## config.mk

```make
export PLATFORM = sky130hd
export DESIGN_NAME = ac_control
export DESIGN_NICKNAME = d
export VERILOG_FILES = /design/src/rtl/ac_pkg.sv /design/src/rtl/ac_control.sv
export SDC_FILE = /design/constraint.sdc
export NUM_CORES = 1
export LEC_CHECK = 0
export ABC_CLOCK_PERIOD_IN_PS = 1900
export CORE_MARGIN = 2
export CORE_UTILIZATION = 32
export DETAILED_ROUTE_END_ITERATION = 7
export GPL_ROUTABILITY_DRIVEN = 1
export GPL_TIMING_DRIVEN = 0
export PLACE_DENSITY = 0.61
export SYNTH_ARGS = -nofsm -noshare
export SYNTH_HDL_FRONTEND = slang
export SYNTH_SLANG_ARGS = --single-unit
```

## constraint.sdc

```tcl
create_clock -name clk_i -period 1.9 [get_ports clk_i]
set_input_delay 0.19 -clock clk_i [delete_from_list [all_inputs] [get_ports clk_i]]
set_output_delay 0.19 -clock clk_i [all_outputs]
set_load 0.1 [all_outputs]
```

## src/rtl/ac_pkg.sv

```systemverilog
// Shared opcode and state encodings for the accumulator CPU controller.
package ac_pkg;

  typedef enum logic [2:0] {
    OP_ADD = 3'b000,
    OP_SUB = 3'b001,
    OP_LDA = 3'b010,
    OP_STA = 3'b011,
    OP_JMP = 3'b100,
    OP_JZ  = 3'b101,
    OP_JC  = 3'b110,
    OP_HLT = 3'b111
  } op_e;

  typedef enum logic [2:0] {
    S_IDLE   = 3'd0,
    S_FETCH  = 3'd1,
    S_DECODE = 3'd2,
    S_OPER   = 3'd3,
    S_BRANCH = 3'd4,
    S_HALT   = 3'd5
  } state_e;

endpackage

```

## src/rtl/ac_control.sv

```systemverilog
// Multi-cycle control FSM for the accumulator CPU: fetch, decode,
// operand access or branch, halt, plus a retired-instruction counter.
module ac_control
  import ac_pkg::*;
#(
  parameter int CNT_W = 16
) (
  input  logic             clk_i,
  input  logic             rst_i,
  input  logic             start_i,
  input  logic [2:0]       op_i,
  input  logic             mem_ready_i,
  input  logic             branch_i,
  output logic             mem_rd_o,
  output logic             mem_wr_o,
  output logic             addr_sel_o,
  output logic             ir_load_o,
  output logic             pc_inc_o,
  output logic             pc_load_o,
  output logic             ctrl_jmp_o,
  output logic             acc_load_o,
  output logic             flag_load_o,
  output logic             sub_o,
  output logic             halted_o,
  output logic [CNT_W-1:0] retired_o
);

  state_e           state_q, state_d;
  logic [CNT_W-1:0] retired_q, retired_d;

  logic is_sta;
  logic is_sub;
  logic is_alu;

  assign is_sta = (op_i == OP_STA);
  assign is_sub = (op_i == OP_SUB);
  assign is_alu = (op_i == OP_ADD) || is_sub;

  always_ff @(posedge clk_i or posedge rst_i) begin
    if (rst_i) begin
      state_q   <= S_IDLE;
      retired_q <= '0;
    end else begin
      state_q   <= state_d;
      retired_q <= retired_d;
    end
  end

  always_comb begin
    state_d = state_q;
    unique case (state_q)
      S_IDLE:   if (start_i) state_d = S_FETCH;
      S_FETCH:  if (mem_ready_i) state_d = S_DECODE;
      S_DECODE: begin
        if (op_i == OP_HLT)  state_d = S_HALT;
        else if (op_i[2])    state_d = S_BRANCH;
        else                 state_d = S_OPER;
      end
      S_OPER:   if (mem_ready_i) state_d = S_FETCH;
      S_BRANCH: state_d = S_FETCH;
      S_HALT:   if (start_i) state_d = S_FETCH;
      default:  state_d = S_IDLE;
    endcase
  end

  // An instruction retires when it leaves OPER or BRANCH.
  always_comb begin
    retired_d = retired_q;
    if ((state_q == S_OPER && mem_ready_i) || state_q == S_BRANCH)
      retired_d = retired_q + CNT_W'(1);
  end

  always_comb begin
    mem_rd_o    = 1'b0;
    mem_wr_o    = 1'b0;
    addr_sel_o  = 1'b0;
    ir_load_o   = 1'b0;
    pc_inc_o    = 1'b0;
    pc_load_o   = 1'b0;
    ctrl_jmp_o  = 1'b0;
    acc_load_o  = 1'b0;
    flag_load_o = 1'b0;
    sub_o       = 1'b0;
    halted_o    = 1'b0;
    unique case (state_q)
      S_FETCH: begin
        mem_rd_o  = 1'b1;
        ir_load_o = mem_ready_i;
        pc_inc_o  = mem_ready_i;
      end
      S_OPER: begin
        addr_sel_o  = 1'b1;
        mem_rd_o    = !is_sta;
        mem_wr_o    = is_sta;
        acc_load_o  = mem_ready_i && !is_sta;
        flag_load_o = mem_ready_i && is_alu;
        sub_o       = is_sub;
      end
      S_BRANCH: begin
        ctrl_jmp_o = 1'b1;
        pc_load_o  = branch_i;
      end
      S_HALT:  halted_o = 1'b1;
      default: ;
    endcase
  end

  assign retired_o = retired_q;

endmodule
```

Word-level counts from Yosys, hierarchy flattened
Index checks and enable logic that the tools add are counted.
{"block": "classes", "addsub": 1, "n_eq_ne": 11, "muxes": 16, "reduce_logical": 10}
{"operator": "16-bit by 1-bit adder with 16-bit output (second input constant)", "count": 1}
{"operator": "3-bit 2-to-1 mux", "count": 5}
{"operator": "3-bit one-hot mux with 5 select lines", "count": 1}
{"operator": "3-bit by 2-bit equality test with 1-bit output (second input constant)", "count": 3}
{"operator": "3-bit equality test (second input constant)", "count": 3}
{"operator": "1-bit 2-to-1 mux", "count": 9}
{"operator": "3-bit by 1-bit equality test with 1-bit output (second input constant)", "count": 2}
{"operator": "3-bit zero test", "count": 2}
{"operator": "2-bit inequality test (second input constant)", "count": 2}
{"operator": "1-bit logical AND", "count": 3}
{"operator": "3-bit AND reduction", "count": 1}
{"operator": "1-bit logical OR", "count": 2}
{"operator": "2-bit by 1-bit inequality test with 1-bit output (second input constant)", "count": 1}
{"operator": "1-bit one-hot mux with 2 select lines", "count": 1}
{"operator": "2-bit OR reduction", "count": 1}
{"operator": "1-bit zero test", "count": 1}
{"block": "totals", "ff_bits": 19, "in_bits": 8, "out_inout_bits": 27, "word_cells": 40}

Depth between registers and ports, before layout
{"block": "depth", "depth_word": 4, "mapped_depth": 6, "mapped_depth_nobuf": 5}

Worst setup path before layout
Ideal clock, no wire load.
{"block": "synth_timing", "path_type": "flip-flop to output port", "start": "register state_q[2]", "end": "output port flag_load_o", "arrival_ns": 3.765, "required_time_ns": 1.710, "slack_ns": -2.055, "stages_incl_launch_ff": 3, "n_path_buf": 0, "cell_sequence": "dfrtp_1 > nand3b_1 > nor4b_1"}
{"block": "synth_via", "elab_chain_len": 2}
{"element": "from (decl)", "line": "ac_control.sv:28", "rtl": "state_e state_q, state_d;"}
{"element": "from (signal assigned)", "line": "ac_control.sv:44", "rtl": "state_q <= state_d;"}
{"element": "3-bit by 2-bit equality test with 1-bit output", "line": "ac_control.sv:85", "rtl": "unique case (state_q)"}
{"element": "1-bit 2-to-1 mux", "line": "ac_control.sv:85"}
{"element": "to (decl)", "line": "ac_control.sv:22", "rtl": "output logic flag_load_o,"}
Every way passes these cells.

Worst setup path in the final report
{"block": "layout_timing", "start": "register state_q[2]", "end": "output port sub_o"}
{"block": "layout_via", "elab_chain_len": 2}
{"element": "3-bit by 2-bit equality test with 1-bit output", "line": "ac_control.sv:85"}
{"element": "1-bit 2-to-1 mux", "line": "ac_control.sv:85"}
{"element": "to (decl)", "line": "ac_control.sv:23", "rtl": "output logic sub_o,"}
Every way passes these cells.

==> results by group <==
Yosys
  • Area leader, netlist: dfrtp_1
  • Area share of the largest cell type after synthesis: a little under half
  • Seq cells post-synth: 19
  • Netlist Area Pre-Place: 0.00100 mm^2
  • Warning count from the yosys run: 0
  • Sequential fraction of the synthesis area: a little under half
  • Main synth FF type: dfrtp_1
  • Net Count, Synth: around 100
  • Post-synth cell types: 29
  • Synth Instances: between 90 and 100
  • Post-synth EDFFs: 0
  • Cell with the most instances after synthesis: dfrtp_1
  • Synth cell count leaders: 19 x dfrtp_1, 11 x nand2_1, 10 x xnor2_1, 7 x nor2_1, 6 x xor2_1
  • Syn Area/Cell: around 11 um^2
  • Top cells by area, synth: dfrtp_1 47%, xnor2_1 8.7%, xor2_1 5.2%, nand2_1 4.1%, nor2_1 2.6%
  • Ys async rst share: 100%

STA
  • RSZ-0062 raised after global routing: true
  • Slew Viols, Final: 0
  • Final period util: between 90% and 100%
  • FMAX: between 0.5 and 0.6 GHz
  • Final Hold Fails: 0
  • Final setup TNS: 0 ns
  • Endpoints failing setup: 0
  • Worst hold margin: between 0.3 and 0.4 ns
  • Tightest Pin Transition: approximately 0.96 ns
  • Minimum clock period: about 1.9 ns
  • Slew headroom: 36.1%
  • Setup Skew: roughly 0.0020 ns
  • Final WS setup: ~0.026 ns

Placement
  • Final GP Congestion: between 0.7 and 0.8
  • Pre-CTS WS: -0.684 ns
  • Detail Placement HPWL: ~1600 um
  • Port Buffers: 34
  • Placed cell areas: 0.00149 mm^2
  • Placed insts: roughly 170

Global routing
  • Met3 GRT Util: under 10%
  • Initial antenna violation count: 0
  • Routing usage on met2: a little over a fifth
  • Vias in the first global route: between 800 and 900
  • Overflow after GRT: 0
  • Largest net degree at the start of global routing: 20
  • GRT Max-Usage Layer: met2
  • Global routing usage on met1: around a fifth
  • First-pass GRT wire length: ~3800 um
  • Global Route Usage Sum: between 10% and 20%

Run status
  • Status: finished clean

Clock tree
  • Clock sinks: 19
  • Worst-case clock buffer depth: 2
  • Htree depth: 1
  • Root Buffer: clkbuf_4
  • Clock transition at the registers of the reported paths: roughly 0.11 ns
  • Worst skew pair latency: between 0.2 and 0.3 ns
  • CTS tree: yes
  • CTS Buf Count: 3

Cells and area
  • Diodes inserted: 0
  • Fin cells: 184
  • Share of cells above drive strength 1: between 30% and 40%
  • Post-Route Utilization: 51.4%
  • Design Area, Final: 0.00156 mm^2
  • Layout Nets: 150
  • Fillers: 299
  • Synthesis-to-layout area growth: 55.0%

Setup path
  • CP max FO: 4
  • Critical path data required time: about 1.7 ns
  • CP Launch Type: flip-flop
  • Critical path, cell by cell: nand3b_1 > buf_4 > nor4b_4 > buf_6
  • Slowest cell delay on critical path: about 0.43 ns
  • CP endpoint kind: primary output
  • Crit path kind: flip-flop to primary output
  • Buffers & Inverters on Critical Path: 2
  • CP max-delay cell: dfrtp_2
  • Data arrival time of the worst path: roughly 1.7 ns
  • Crit path max-delay family: simple AND/OR/NAND/NOR gates

Power and ir drop
  • Max IR drop VDD: 916 uV
  • Tot Pwr: approximately 2.3 mW
  • Leak: about 0.71 nW
  • PD cells: 1480 mW/mm^2

Drt
  • Routed Antenna Nets: 0
  • Via count: approximately 860
  • # DRC: 0
  • Wirelength per Cell: around 12 um
  • Final WL: approximately 2200 um
  • Pre-antenna DRT Iters: 4
  • 1st-iter DRT viols: 14
  • Drt via density: 4.65

Floorplan
  • Die Width: ~60 um
  • Core Footprint: ~0.0030 mm^2
  • Initial core utilization: roughly 33%
  • Site Rows: 20
  • Die Height: roughly 60 um
  • Die Area: around 0.0036 mm^2
  • I/O pin total: 35

Worst hold path
  • Hold Path Class: primary input to asynchronous set/reset pin

Flow run
  • Max Cap Viol: 0
## cells by family (layout without fill, tap and decap cells)
family | after synthesis | after routing | share of synthesized area, %
adders and majority gates | 1 | 1 | 1.25
AOI/OAI and AO/OA | 8 | 8 | 6.23
xor gates and xnor gates | 16 | 16 | 14.0
and+or+nand+nor | 43 | 43 | 25.9
DFF | 19 | 19 | 47.4
buffers and inverters | 8 | 53 | 5.24
## layout by cell type (no fill, tap or decap), types with 2 or more instances in the layout
master / n
xnor2_1: 10
buf_2: 2
dfrtp_1: 8
clkdlybuf4s50_1: 7
buf_4: 10
nand2b_1: 3
nor2_1: 6
nand2_1: 11
nand3_1: 3
xor2_1: 6
clkbuf_4: 4
and4_1: 2
inv_1: 3
nand4_1: 4
dfrtp_2: 11
dlygate4sd2_1: 16
and2_4: 2
nor4b_4: 3
buf_6: 6
a21oi_1: 2
buf_12: 2
## report_power, final
group / switching (mW) / internal (mW)
Clock: 0.121 / 0.0816
Combinational: 1.12 / 0.409
Sequential: 0.0788 / 0.499
## layout make-up
cell class	count	area, um^2	share of cell area, %
buffer	4	53.8	3.46
clock buffer	4	26.3	1.69
sequential	19	489	31.5
tap	44	55.1	3.54
timing repair buffer	41	368	23.7
inverter	4	18.8	1.21
multi-input combinational	68	544	35.0
## state kept, by name (all words and copies together) (netlist names)
register and cells:
retired_o 16, state_q 3
## metal layers
metal | vias to the layer above | wire length, um
li1 | 413 | -
met1 | 417 | 1050
met2 | 23 | 1000
met3 | 2 | 112
met4 | 0 | 12
met5 | - | 0
## repair_timing
item | in CTS | in global routing
pin swaps | 0 | 4
buffers inserted | 2 | 5
gates resized for setup | 77 | 9
hold endpoints to repair | 0 | 0
hold buffers | 0 | 0
setup endpoints to repair | 27 | 11
## worst paths after layout
check | to | cells past startpoint | start | slack (ns)
setup / recovery | sub_o | 4 | state_q[2] | 0.03
max in group asynchronous | retired_o[4] | 2 | rst_i | 1.09
hold / removal | retired_o[10] | 2 | rst_i | 0.31
setup reg to reg | retired_o[9] | 5 | state_q[1] | 0.11
hold reg to reg | retired_o[15] | 1 | retired_o[15] | 0.48
min in group clk_i | retired_o[15] | 1 | retired_o[15] | 0.48
(Power assumes the default switching activity.)
